--- src/rtl/pyth_leg_solver_pkg.sv ---
// ---------------------------------------------------------------------------
// pyth_pkg
//   Shared definitions for the Pythagorean leg solver:
//     W_DEF    default operand/result width
//     LATENCY  clock edges from the start-sampling edge to the edge that
//              raises done (done is visible in the following cycle)
//     state_t  controller states
// ---------------------------------------------------------------------------
package pyth_pkg;

    localparam int W_DEF   = 8;
    localparam int LATENCY = 2 * W_DEF + 2;

    typedef enum logic [2:0] {
        ST_IDLE,
        ST_MUL,
        ST_SUB,
        ST_ROOT,
        ST_DONE
    } state_t;

endpackage

--- src/rtl/pyth_leg_solver_if.sv ---
// ---------------------------------------------------------------------------
// pyth_leg_solver_if
//   Request/response bundle of the leg solver.
//     ena    global enable, low stalls the whole block
//     start  request strobe, honoured only while idle
//     r_in   hypotenuse (unsigned, W bits)
//     x_in   known leg  (unsigned, W bits)
//     busy   operation in flight
//     done   one-cycle completion pulse
//     err    x_in was larger than r_in
//     y_out  computed leg (unsigned, W bits)
//   master : requester side, slave : solver side.
// ---------------------------------------------------------------------------
interface pyth_leg_solver_if
    import pyth_pkg::*;
#(
    parameter int W = W_DEF
);

    logic         ena;
    logic         start;
    logic [W-1:0] r_in;
    logic [W-1:0] x_in;
    logic         busy;
    logic         done;
    logic         err;
    logic [W-1:0] y_out;

    modport master (
        output ena, start, r_in, x_in,
        input  busy, done, err, y_out
    );

    modport slave (
        input  ena, start, r_in, x_in,
        output busy, done, err, y_out
    );

endinterface

--- src/rtl/pyth_leg_solver_isqrt.sv ---
// ---------------------------------------------------------------------------
// pyth_isqrt_iter
//   Restoring bit-pair integer square root. A load strobe captures a 2W-bit
//   radicand; each step strobe consumes the next two radicand bits (MSB
//   first) and produces one result bit. After W steps
//     q   = floor(sqrt(n))
//     rem = n - q*q            (only when PYTH_LEG_ROUND_EN is defined)
//   Ports: clk, rst_n (async, active-low), load, step, rad_in, q, [rem].
//   Configuration macro: PYTH_LEG_ROUND_EN exposes the remainder port.
// ---------------------------------------------------------------------------
module pyth_isqrt_iter
    import pyth_pkg::*;
#(
    parameter int W = W_DEF
) (
    input  logic           clk,
    input  logic           rst_n,
    input  logic           load,
    input  logic           step,
    input  logic [2*W-1:0] rad_in,
    output logic [W-1:0]   q
`ifdef PYTH_LEG_ROUND_EN
    ,
    output logic [W+1:0]   rem
`endif
);

    // Remainder never exceeds 2*q, so W+2 bits always hold it.
    localparam int RW = W + 2;

    logic [2*W-1:0] n_sh;
    logic [W-1:0]   q_r;
    logic [RW-1:0]  rem_r;

    logic [RW+1:0]  rem_t;
    logic [RW+1:0]  trial;
    logic           ge;
    logic [RW-1:0]  rem_nx;

    // Bring down the next bit pair and try subtracting (4q + 1).
    always_comb begin
        rem_t  = {rem_r, n_sh[2*W-1 -: 2]};
        trial  = {2'b00, q_r, 2'b01};
        ge     = (rem_t >= trial);
        rem_nx = ge ? RW'(rem_t - trial) : RW'(rem_t);
    end

    always_ff @(posedge clk or negedge rst_n) begin
        if (!rst_n) begin
            n_sh  <= '0;
            q_r   <= '0;
            rem_r <= '0;
        end else if (load) begin
            n_sh  <= rad_in;
            q_r   <= '0;
            rem_r <= '0;
        end else if (step) begin
            n_sh  <= n_sh << 2;
            q_r   <= {q_r[W-2:0], ge};
            rem_r <= rem_nx;
        end
    end

    assign q = q_r;
`ifdef PYTH_LEG_ROUND_EN
    assign rem = rem_r;
`endif

endmodule

--- src/rtl/pyth_leg_solver.sv ---
// ---------------------------------------------------------------------------
// pyth_leg_solver
//   Computes the missing leg y = isqrt(r*r - x*x) without multipliers:
//   two shift-add squarers (W cycles), one subtract cycle, a bit-serial
//   square root (W cycles) and a one-cycle result state. done and y_out
//   appear LATENCY edges after the edge that samples start.
//   Ports:
//     clk    rising-edge clock
//     rst_n  asynchronous active-low reset
//     bus    pyth_leg_solver_if.slave (ena, start, r_in, x_in,
//            busy, done, err, y_out)
//   Configuration macro: PYTH_LEG_ROUND_EN selects round-to-nearest
//   (y = q+1 when rem > q); without it the result is floor(sqrt(n)).
// ---------------------------------------------------------------------------
module pyth_leg_solver
    import pyth_pkg::*;
#(
    parameter int W = W_DEF
) (
    input  logic               clk,
    input  logic               rst_n,
    pyth_leg_solver_if.slave   bus
);

    state_t         state;
    state_t         state_nx;

    logic [W-1:0]   cnt;
    logic           last;

    // Squarer registers: multiplicand shifts left, multiplier shifts right.
    logic [2*W-1:0] r_mc;
    logic [2*W-1:0] x_mc;
    logic [W-1:0]   r_mp;
    logic [W-1:0]   x_mp;
    logic [2*W-1:0] r_sq;
    logic [2*W-1:0] x_sq;

    logic           x_gt_r;
    logic [2*W-1:0] rad;
    logic           err_flag;

    logic           root_load;
    logic           root_step;
    logic [W-1:0]   q;
    logic           round_up;
    logic [W-1:0]   y_nx;

    logic           done_q;
    logic           err_q;
    logic [W-1:0]   y_q;

    assign last = (cnt == W'(W - 1));

    always_ff @(posedge clk or negedge rst_n) begin
        if (!rst_n) begin
            state <= ST_IDLE;
        end else begin
            state <= state_nx;
        end
    end

    always_comb begin
        state_nx = state;
        if (bus.ena) begin
            unique case (state)
                ST_IDLE: if (bus.start) state_nx = ST_MUL;
                ST_MUL:  if (last)      state_nx = ST_SUB;
                ST_SUB:                 state_nx = ST_ROOT;
                ST_ROOT: if (last)      state_nx = ST_DONE;
                ST_DONE:                state_nx = ST_IDLE;
                default:                state_nx = ST_IDLE;
            endcase
        end
    end

    // A negative difference means x > r; the root then works on zero.
    always_comb begin
        x_gt_r = (x_sq > r_sq);
        rad    = x_gt_r ? '0 : (r_sq - x_sq);
    end

    always_ff @(posedge clk or negedge rst_n) begin
        if (!rst_n) begin
            cnt      <= '0;
            r_mc     <= '0;
            x_mc     <= '0;
            r_mp     <= '0;
            x_mp     <= '0;
            r_sq     <= '0;
            x_sq     <= '0;
            err_flag <= 1'b0;
        end else if (bus.ena) begin
            unique case (state)
                ST_IDLE: begin
                    if (bus.start) begin
                        r_mc     <= {{W{1'b0}}, bus.r_in};
                        x_mc     <= {{W{1'b0}}, bus.x_in};
                        r_mp     <= bus.r_in;
                        x_mp     <= bus.x_in;
                        r_sq     <= '0;
                        x_sq     <= '0;
                        cnt      <= '0;
                        err_flag <= 1'b0;
                    end
                end
                ST_MUL: begin
                    if (r_mp[0]) r_sq <= r_sq + r_mc;
                    if (x_mp[0]) x_sq <= x_sq + x_mc;
                    r_mc <= r_mc << 1;
                    x_mc <= x_mc << 1;
                    r_mp <= r_mp >> 1;
                    x_mp <= x_mp >> 1;
                    cnt  <= last ? '0 : cnt + 1'b1;
                end
                ST_SUB: begin
                    err_flag <= x_gt_r;
                    cnt      <= '0;
                end
                ST_ROOT: begin
                    cnt <= last ? '0 : cnt + 1'b1;
                end
                default: begin
                end
            endcase
        end
    end

    assign root_load = bus.ena && (state == ST_SUB);
    assign root_step = bus.ena && (state == ST_ROOT);

`ifdef PYTH_LEG_ROUND_EN
    logic [W+1:0] rem;
    // n lies closer to (q+1)^2 than to q^2 exactly when n - q^2 > q.
    assign round_up = (rem > {2'b00, q});
`else
    assign round_up = 1'b0;
`endif

    pyth_isqrt_iter #(
        .W (W)
    ) u_isqrt (
        .clk    (clk),
        .rst_n  (rst_n),
        .load   (root_load),
        .step   (root_step),
        .rad_in (rad),
        .q      (q)
`ifdef PYTH_LEG_ROUND_EN
        ,
        .rem    (rem)
`endif
    );

    // q+1 cannot wrap: n <= (2^W-1)^2 keeps rem <= q whenever q is at maximum.
    assign y_nx = q + {{(W-1){1'b0}}, round_up};

    // Results are registered on the DONE edge so done, err and y_out
    // appear together; done holds through a stall.
    always_ff @(posedge clk or negedge rst_n) begin
        if (!rst_n) begin
            done_q <= 1'b0;
            err_q  <= 1'b0;
            y_q    <= '0;
        end else if (bus.ena) begin
            done_q <= (state == ST_DONE);
            if (state == ST_DONE) begin
                err_q <= err_flag;
                y_q   <= err_flag ? '0 : y_nx;
            end
        end
    end

    assign bus.busy  = (state != ST_IDLE);
    assign bus.done  = done_q;
    assign bus.err   = err_q;
    assign bus.y_out = y_q;

endmodule

--- src/flat_wrapper.sv ---
// flat-port wrapper written by rule: the top's interface ports become plain ports
module pyth_leg_solver_flat import pyth_pkg::*;
#(
    parameter int W = W_DEF
)
  (clk, rst_n, bus_ena, bus_start, bus_r_in, bus_x_in, bus_busy, bus_done, bus_err, bus_y_out);
  pyth_leg_solver_if #(.W(W)) bus_i ();
  input  logic clk;
  input  logic rst_n;
  input wire logic [$bits(bus_i.ena)-1:0] bus_ena;
  input wire logic [$bits(bus_i.start)-1:0] bus_start;
  input wire logic [$bits(bus_i.r_in)-1:0] bus_r_in;
  input wire logic [$bits(bus_i.x_in)-1:0] bus_x_in;
  output wire logic [$bits(bus_i.busy)-1:0] bus_busy;
  output wire logic [$bits(bus_i.done)-1:0] bus_done;
  output wire logic [$bits(bus_i.err)-1:0] bus_err;
  output wire logic [$bits(bus_i.y_out)-1:0] bus_y_out;
  assign bus_i.ena = bus_ena;
  assign bus_i.start = bus_start;
  assign bus_i.r_in = bus_r_in;
  assign bus_i.x_in = bus_x_in;
  assign bus_busy = bus_i.busy;
  assign bus_done = bus_i.done;
  assign bus_err = bus_i.err;
  assign bus_y_out = bus_i.y_out;
  pyth_leg_solver #(.W(W)) u_core (.clk(clk), .rst_n(rst_n), .bus(bus_i));
endmodule
--- config.mk ---
export PLATFORM = sky130hd
export DESIGN_NAME = pyth_leg_solver_flat
export DESIGN_NICKNAME = d
export VERILOG_FILES = /design/src/rtl/pyth_leg_solver_pkg.sv /design/src/rtl/pyth_leg_solver_if.sv /design/src/rtl/pyth_leg_solver_isqrt.sv /design/src/rtl/pyth_leg_solver.sv /design/src/flat_wrapper.sv
export SDC_FILE = /design/constraint.sdc
export NUM_CORES = 1
export LEC_CHECK = 0
export CAP_MARGIN = 10
export CORE_ASPECT_RATIO = 0.7
export CORE_UTILIZATION = 60
export CTS_CLUSTER_SIZE = 16
export DETAILED_ROUTE_END_ITERATION = 8
export PLACE_DENSITY = 0.81
export SKIP_CTS_REPAIR_TIMING = 1
export SLEW_MARGIN = 20
export SYNTH_ARGS = -nofsm -noshare
export SYNTH_HDL_FRONTEND = slang
export SYNTH_SLANG_ARGS = --single-unit
--- constraint.sdc ---
create_clock -name clk -period 3.22 [get_ports clk]
set_input_delay 0.322 -clock clk [delete_from_list [all_inputs] [get_ports clk]]
set_output_delay 0.322 -clock clk [all_outputs]
set_load 0.1 [all_outputs]
==> impl_summary.md, run 1 <==
Outcome
The run finished, with violations left. The final reports fail on negative hold slack.

Layout
The area growth from synthesis to layout is 12.3%. The area occupied by multi-input gates is approximately 0.0048 mm². After the last flow step, the layout net total stands at 1058. In the final layout, the share of cells above drive strength 1 is under 10%. The filler cell count in the final layout is between 1000 and 1500. The repair_antennas step left the layout with diodes totalling 0.

Registers take ~0.0034 mm². Cells fill between 60 and 70% of the core in the end.

Detailed routing
For this run, the detailed router's first-pass iteration total came to 5. The remaining routing DRC violations is 0. The number of nets with antenna violations after routing is 0. Dividing the detail-routed wire length by the instance count gives roughly 17 µm.

The overall via count from detail_route is 7263. The via density per instance is roughly 6. In this run, the number of DRC markers left after iteration 0 of detailed routing was approximately 620. The total routed wirelength is between 20000 and 25000 µm.

Setup path
STA classifies the critical path startpoint as a register. The type of element capturing the critical path is a register. The data required time at the worst endpoint is ~3.5 ns. Data on the critical path arrives at its endpoint at roughly 2.9 ns. Along the worst path, the maximum fanout reaches 5. By startpoint and endpoint, the worst setup path is classified as reg2reg.

Global routing
The initial antenna violation count is 0. The global routing usage on met3 is 5.89%. In the global route stage, met1 resource usage came out at a little over two fifths. After global routing the overflow that remains totals 0. The highest-utilization routing layer at the global route stage is met1. The combined global-route utilization of all metal layers is 29.0%.

Entering global routing, the biggest net connects 84 pins. The global-route wire length before repair is 33600 µm. The number of global-route vias before repair came to roughly 6500. For this run, global-route usage on met2 was measured as between 40% and 50%.

Timing
The routed design could run at a clock period as short as between 2 and 3 ns. In the finished design, the share of the clock period the worst path needs comes to 81.9%. The tightest slew margin relative to the limit is about a third.

The number of slew-limit violations in the final report is 0. Hold timing on the final database bottoms out at a slack of -0.0780 ns. At the pin with the least slew margin, the transition time is ~1 ns. Setup repair after global routing left no endpoint under its margin. Static timing analysis puts the maximum clock frequency at 379 MHz. Clock skew on the completed layout was measured at 0.0123 ns. Setup violations remaining at the end of the flow were counted as 0. The number of hold violations in the final report is roughly 80. The setup TNS is 0 ns.

CTS
The clock root buffer is sky130_fd_sc_hd__clkbuf_16. The worst-case clock buffer depth is 2. The number of buffers created by CTS is 17.

The tree built by TritonCTS fans out to between 100 and 150 sinks. The worst-skew pair later-pin latency is between 0.4 and 0.5 ns. The H-tree was split into 4 levels. The clock tree from TritonCTS is done. After clock tree synthesis, the clock-pin slew on the worst setup and hold paths is 0.06 ns.

Floorplanning
In this run the horizontal extent of the chip is 145 µm. The die is 102 µm tall. Row generation in the floorplan step produced 36 rows. The die covers roughly 0.015 mm². The starting density of the core is between 60% and 70%. After floorplanning, the core was sized to cover ~0.014 mm². 31 I/O pins were placed.

Placement
Routability-driven placement finished with a final weighted congestion of around 0.96. The count of buffers added on input and output ports is 30. The post-DP HPWL is about 14000 µm.

Synth
The share of synthesized registers carrying an async set or reset is 100%. After synthesis, the mean cell area works out to between 8 and 9 µm². The synthesized netlist occupies a cell area of between 0.008 and 0.009 mm².

The synthesized netlist contains between 70 and 80 unique library cells. For this run, the register share of the synthesized area comes to between 30% and 40%. The count of yosys warnings during synthesis is 0.

The number of synthesized flops with an enable pin is 0. The post-synthesis sequential element count is 136. In the synthesized netlist the dominant register cell turns out to be sky130_fd_sc_hd__dfrtp_1. The net count after synthesis is 1043.

The post-synthesis instance total is between 900 and 1000.

Power
The power per standard cell area is between 1000 and 1500 mW/mm². The internal power of the cells is approximately 0.0062 W. The portion of total power attributed to sequential cells is around 26%.

The combinational share of power is between 50% and 60%. The worst ir drop on vdd is around 0.53 mV. The leakage power is around 4.4 nW. The net switching power is 0.00552 W. The clock network is responsible for 16.7% of the overall power. Of the total power, the share spent switching nets is ~47%.

Flow run
Max-cap violations in this run came to 0.

Min path
The tightest min-delay check is of the in2async type.
==> metal layers <==
layer,vias to the layer above,routed length [µm]
met5,-,0
met4,0,386
met3,34,1100
met2,175,8560
met1,3531,10200
li1,3523,-
==> synthesized netlist by cell type, drive strengths merged (5+ instances only) <==
cell type	instances	share of area, %
a211oi	11	1.0
a21o	11	0.96
a21oi	77	4.5
a22o	26	2.7
and2	5	0.36
and3	17	1.2
buf	19	1.2
clkbuf	28	1.2
dfrtp	136	40
ha	58	8.5
inv	51	2.2
mux2i	11	1.3
nand2	117	5.1
nand2b	12	0.87
nand3	31	1.8
nand3b	5	0.44
nor2	40	1.8
nor2b	24	1.7
nor3	19	1.1
o2111ai	5	0.51
o211ai	5	0.44
o21a	7	0.61
o21ai	109	6.4
o21bai	6	0.52
o31ai	19	1.9
o41ai	5	0.51
or3	5	0.36
xnor2	21	2.1
xor2	11	1.1
==> per-stage QoR <==
step | hold slack (ns) | setup WS (ns) | total power, W | cells | instance area [µm²]
5_1_grt | 0.00605 | 0.397 | 0.0126 | 1180 | 9640
3_5_place_dp | 0.420 | 0.678 | 0.00963 | 1148 | 9050
4_1_cts | -0.0355 | 0.613 | 0.0116 | 1180 | 9640
6_report | -0.0780 | 0.583 | 0.0117 | 1180 | 9640
2_1_floorplan | 0.0264 | 0.938 | 0.00810 | 962 | 8580
3_3_place_gp | 0.420 | 0.768 | 0.00948 | 1148 | 9050
==> cell type report <==
type | count | area share (%)
Sequential cell | 136 | 35.3
Inverter | 51 | 1.99
Tap cell | 190 | 2.47
Clock inverter | 13 | 1.49
Timing Repair Buffer | 43 | 4.37
Multi-Input combinational cell | 728 | 49.8
Clock buffer | 19 | 4.60
==> final timing paths <==
| kind | endpoint | startpoint | slack (ns) | depth (start not counted) |
|---|---|---|---|---|
| hold reg to reg | u_core.bus.y_out[1] | u_core.bus.y_out[1] | 0.48 | 2 |
| max in group asynchronous | u_core.r_sq[1] | rst_n | 2.56 | 2 |
| min in group clk | u_core.bus.y_out[1] | u_core.bus.y_out[1] | 0.48 | 2 |
| setup / recovery | u_core.u_isqrt.n_sh[15] | u_core.x_sq[1] | 0.58 | 8 |
| hold / removal | u_core.u_isqrt.rem_r[7] | rst_n | -0.08 | 1 |
| setup reg to reg | u_core.u_isqrt.n_sh[15] | u_core.x_sq[1] | 0.58 | 8 |
==> flip-flops by register name, summed over array words and instances, names as in the netlist <==
signal and cells:
u_core.bus.done 1, u_core.u_isqrt.rem_r 10, u_core.x_sq 16, u_core.u_isqrt.n_sh 16
u_core.x_mc 16, u_core.r_mp 8, u_core.err_flag 1, u_core.x_mp 8
u_core.bus.err 1, u_core.bus.y_out 8, u_core.r_mc 16, u_core.u_isqrt.q 8
u_core.cnt 8, u_core.r_sq 16, u_core.state 3
==> power groups by stage <==
stage          sequential (W)  combinational, W  clock, W
2_1_floorplan         0.00311           0.00499         0
3_3_place_gp          0.00296           0.00651         0
3_5_place_dp          0.00298           0.00664         0
4_1_cts               0.00297           0.00670   0.00197
5_1_grt               0.00307           0.00746   0.00204
6_report              0.00299           0.00677   0.00196
==> worst max-delay path: stages (launching register included) <==
cell and delay [ns]:
sky130_fd_sc_hd__dfrtp_1 0.43, sky130_fd_sc_hd__inv_1 0.12, sky130_fd_sc_hd__ha_1 0.30, sky130_fd_sc_hd__nor2b_1 0.15, sky130_fd_sc_hd__o31a_1 0.30, sky130_fd_sc_hd__o311ai_2 0.44, sky130_fd_sc_hd__o21bai_1 0.21, sky130_fd_sc_hd__a2111oi_0 0.45
sky130_fd_sc_hd__nor3_1 0.10
==> cells by family (layout without fill, tap and decap cells) <==
logic type      count (synthesis)  after routing  synth area share (%)
buf+inv                        98            126                  4.65
simple gates                  295            295                  16.8
xor+xnor                       32             32                  3.27
mux                            13             13                  1.55
fa+ha+maj                      61             61                  9.15
flops                         136            136                  39.7
compound gates                327            327                  24.9
==> placed cells by master (no fill, tap or decap), drive strengths merged, types with 6 or more instances in the layout <==
cell type / n
a21o: 11
nor2: 40
a211oi: 11
nand2b: 12
dfrtp: 136
a21oi: 77
nand3: 31
ha: 58
nor3: 19
nor2b: 24
clkbuf: 19
o31ai: 19
o21ai: 109
buf: 15
a22o: 26
clkdlybuf4s50: 28
o21bai: 6
mux2i: 11
xor2: 11
nand2: 117
inv: 54
and3: 17
o21a: 7
xnor2: 21
Power figures use the tool's default switching activity.
==> run 2, diff against run 1 <==
CORE_UTILIZATION = 56   (was 60)
PLACE_DENSITY = 0.8   (was 0.81)
clock period = 2.2 ns   (was 3.22 ns; I/O delays follow)
==> run 2 against run 1 <==
Compared with the run above: sequential share of layout area down 4.4 points; first-iteration DRC count rose by 42%; worst setup slack worse by 0.76 ns; wire length rose by 25%; the run ends with negative setup slack left; clock skew shrank 0.0015 ns; non-clock buffer count up 105; global-route usage rose by 0.76 points; maximum frequency is 11% higher; via count up 12%.
==> impl_summary.md, run 2 (synthesized netlist as in run 1, its figures left out) <==
Setup path
On the critical path, the stage with the largest delay is an instance of sky130_fd_sc_hd__dfrtp_1. The data required time at the worst endpoint is 2.56 ns (-0.96 ns). The longest individual stage delay on the worst path is 0.41 ns (-0.04 ns). In this run the worst setup path begins at u_core.r_sq[1]. The setup path with the least slack is of type reg2reg. The startpoint class of the critical path is a register.

The top fanout value on the critical path is 6 (+1). The signal on the critical path passes through inv_2 -> buf_4 -> fa_2 -> nor2b_2 -> o31a_1 -> o31ai_4 -> o31ai_4 -> buf_4 -> nand2_4 -> o21ai_2. The data arrival time at the worst-slack endpoint was 2.73 ns (-0.21 ns).

The origin of the critical flop-to-flop path is u_core.r_sq[1]. The worst setup path is captured at a register.

Layout
The proportion of layout cells with a drive suffix above 1 is 24.1% (+17 points). The relative area change from synthesis to final layout is 28.3%. The library cells used most frequently in the layout, excluding fill and tap cells, are sky130_fd_sc_hd__dfrtp_1 (135), sky130_fd_sc_hd__buf_4 (117), sky130_fd_sc_hd__nand2_1 (115).

The antenna diode count is 0 (unchanged). The net count reported at finish is 1165 (+10%). The final instance count without filler cells is 1292 (+9.5%).

Leaving out fill and tap cells, the most frequent cell in the layout is sky130_fd_sc_hd__dfrtp_1.

Placement
The post-DP HPWL came to 15600 µm (+8.9%). The total instance count after detailed placement came to 1237 (+7.8%). The number of buffers added on ports was 30 (unchanged). The global placer's final weighted congestion is 0.914 (-5.1%). The worst setup slack after placement is -0.114 ns (-0.792 ns).

CTS
The H-tree level count came to 4 (unchanged). The number of clock sinks came to 136 (unchanged). The clock-pin slew on the worst setup and hold paths is 0.06 ns (about the same). In this run the clock root is driven by a sky130_fd_sc_hd__clkbuf_16. The worst-case clock buffer depth was 2 (unchanged). The worst-skew pair later-pin latency was 0.44 ns (about the same). TritonCTS built the clock tree.

The number of buffers created by CTS is 17 (unchanged).

Detailed routing
The remaining routing DRC violations came to 0 (unchanged). The violation count after the first detailed-route iteration is 885 (+42%). The total routed wirelength is 25300 µm (+25%).

The via density per instance is 6.29 (+2.2%). The number of nets with antenna violations after routing is 0 (unchanged). The overall via count from detail_route is 8128 (+12%). The number of detailed-routing iterations run before antenna repair is 5 (unchanged). The routed wire length per instance was 19.6 µm (+14%).

Timing
The number of slew-limit violations in the final report came to 0 (unchanged). The tightest slew margin relative to the limit is 45.6% (+11 points). The part of the cycle the worst path needs is 108% (+26 points).

The setup violation total in the final timing report is 31 (+31). Setup repair after global routing could not meet its margin everywhere. The post-layout minimum cycle time is 2.37 ns (-0.264 ns).

The worst slack on hold paths was 0.284 ns (+0.362 ns). The number of hold violations in the final report is 0 (-100%). The transition time at the pin with the least slew margin is 0.812 ns (-0.167 ns).

The worst path setup slack after routing is -0.173 ns (-0.756 ns). The worst clock skew on the final layout was 0.0109 ns (-0.00148 ns). The achievable clock frequency was 421 MHz (+11%).

Global routing
The total congestion overflow was 0 (unchanged). The pin count of the biggest net entering global routing is 62 (-26%). The number of global-route vias before repair was 7348 (+13%). The initial antenna violation count is 0 (unchanged). The global-route wire length before repair is 36700 µm (+9.1%). The combined global-route utilization of all metal layers is 29.8% (+0.76 points).

Floorplanning
The core area is 0.0148 mm² (+6.4%). The die width is 150 µm (+3.5%). The die height is 106 µm (+3.4%). The total number of placement rows is 37 (+2.8%). The floorplan die area is 0.0158 mm² (+7.0%).

The number of top-level design ports came to 31 (unchanged). The starting density of the core is 57.9% (-3.7 points).

Min path
The type of the tightest min-delay check is in2async.

Outcome
The flow ran to the end, but the final reports show violations. The final reports fail on negative setup slack.

Flow run
The total of max-cap violations is 0 (unchanged).
## run 2: cell count changes in the layout (fill, tap and decap cells not counted), sizes merged
cell           delta
bufinv            +1
buf             +114
clkinv            -1
inv               +4
o21ai             +1
clkdlybuf4s50    -10
clkbuf            -1
clkinvlp          -3
nand2             +1
dlygate4sd3       +1
## run 2: metal layers
layer | up-vias | wire length (µm) | GRT usage (%)
met2 | 394 | 11600 | 43.8
met5 | - | 0 | 0
met3 | 62 | 2260 | 7.27
met4 | 0 | 614 | 9.24
li1 | 3745 | - | -
met1 | 3927 | 10800 | 43.1
## run 2: worst paths after layout
check | to | slack (ns) | cells past startpoint
setup / recovery | u_core.u_isqrt.n_sh[1] | -0.17 | 10
hold / removal | u_core.u_isqrt.rem_r[5] | 0.28 | 2
setup reg to reg | u_core.u_isqrt.n_sh[1] | -0.17 | 10
hold reg to reg | u_core.x_mp[2] | 0.48 | 2
max in group asynchronous | u_core.x_mc[8] | 1.16 | 3
min in group clk | u_core.r_mp[7] | 0.38 | 3
## run 2: area by class of cell
cell class | count | area (µm²)
clock buffer | 18 | 439
sequential | 136 | 3400
timing repair buffer | 148 | 1230
clock inverter | 14 | 186
multi-input combinational | 730 | 5310
tap | 195 | 244
inverter | 51 | 191
fill | 975 | 3810
## run 2: worst max-delay path: cells and delay by family, from the launching register on
family,cells,cell delay [ns]
flops,1,0.41
simple gates,2,0.27
buf+inv,3,0.41
fa+ha+maj,1,0.39
compound gates,4,0.81
## run 2: per-stage QoR
step / cell area [µm²] / TNS (ns) / util, %
after floorplan: 8580 / 0 / -
after global placement: 9680 / -0.238 / 65.3
after detailed placement: 9680 / -1.92 / 65.3
after CTS: 10300 / -3.58 / 69.5
after global routing: 11000 / -5.17 / 74.3
final: 11000 / -2.65 / 74.3
Power of run 2 is left out: the tool's default activity adds up to more than one toggle a clock period on the data nets, which glitch-free logic cannot reach.
==> run 3, diff against run 2 <==
ABC_CLOCK_PERIOD_IN_PS = 2200   (was not set)
CTS_CLUSTER_SIZE = 25   (was 16)
==> results of run 3 <==
The final DEF is identical to that of run 2; final timing and power are the same.
Power of run 3 is left out for the same reason.
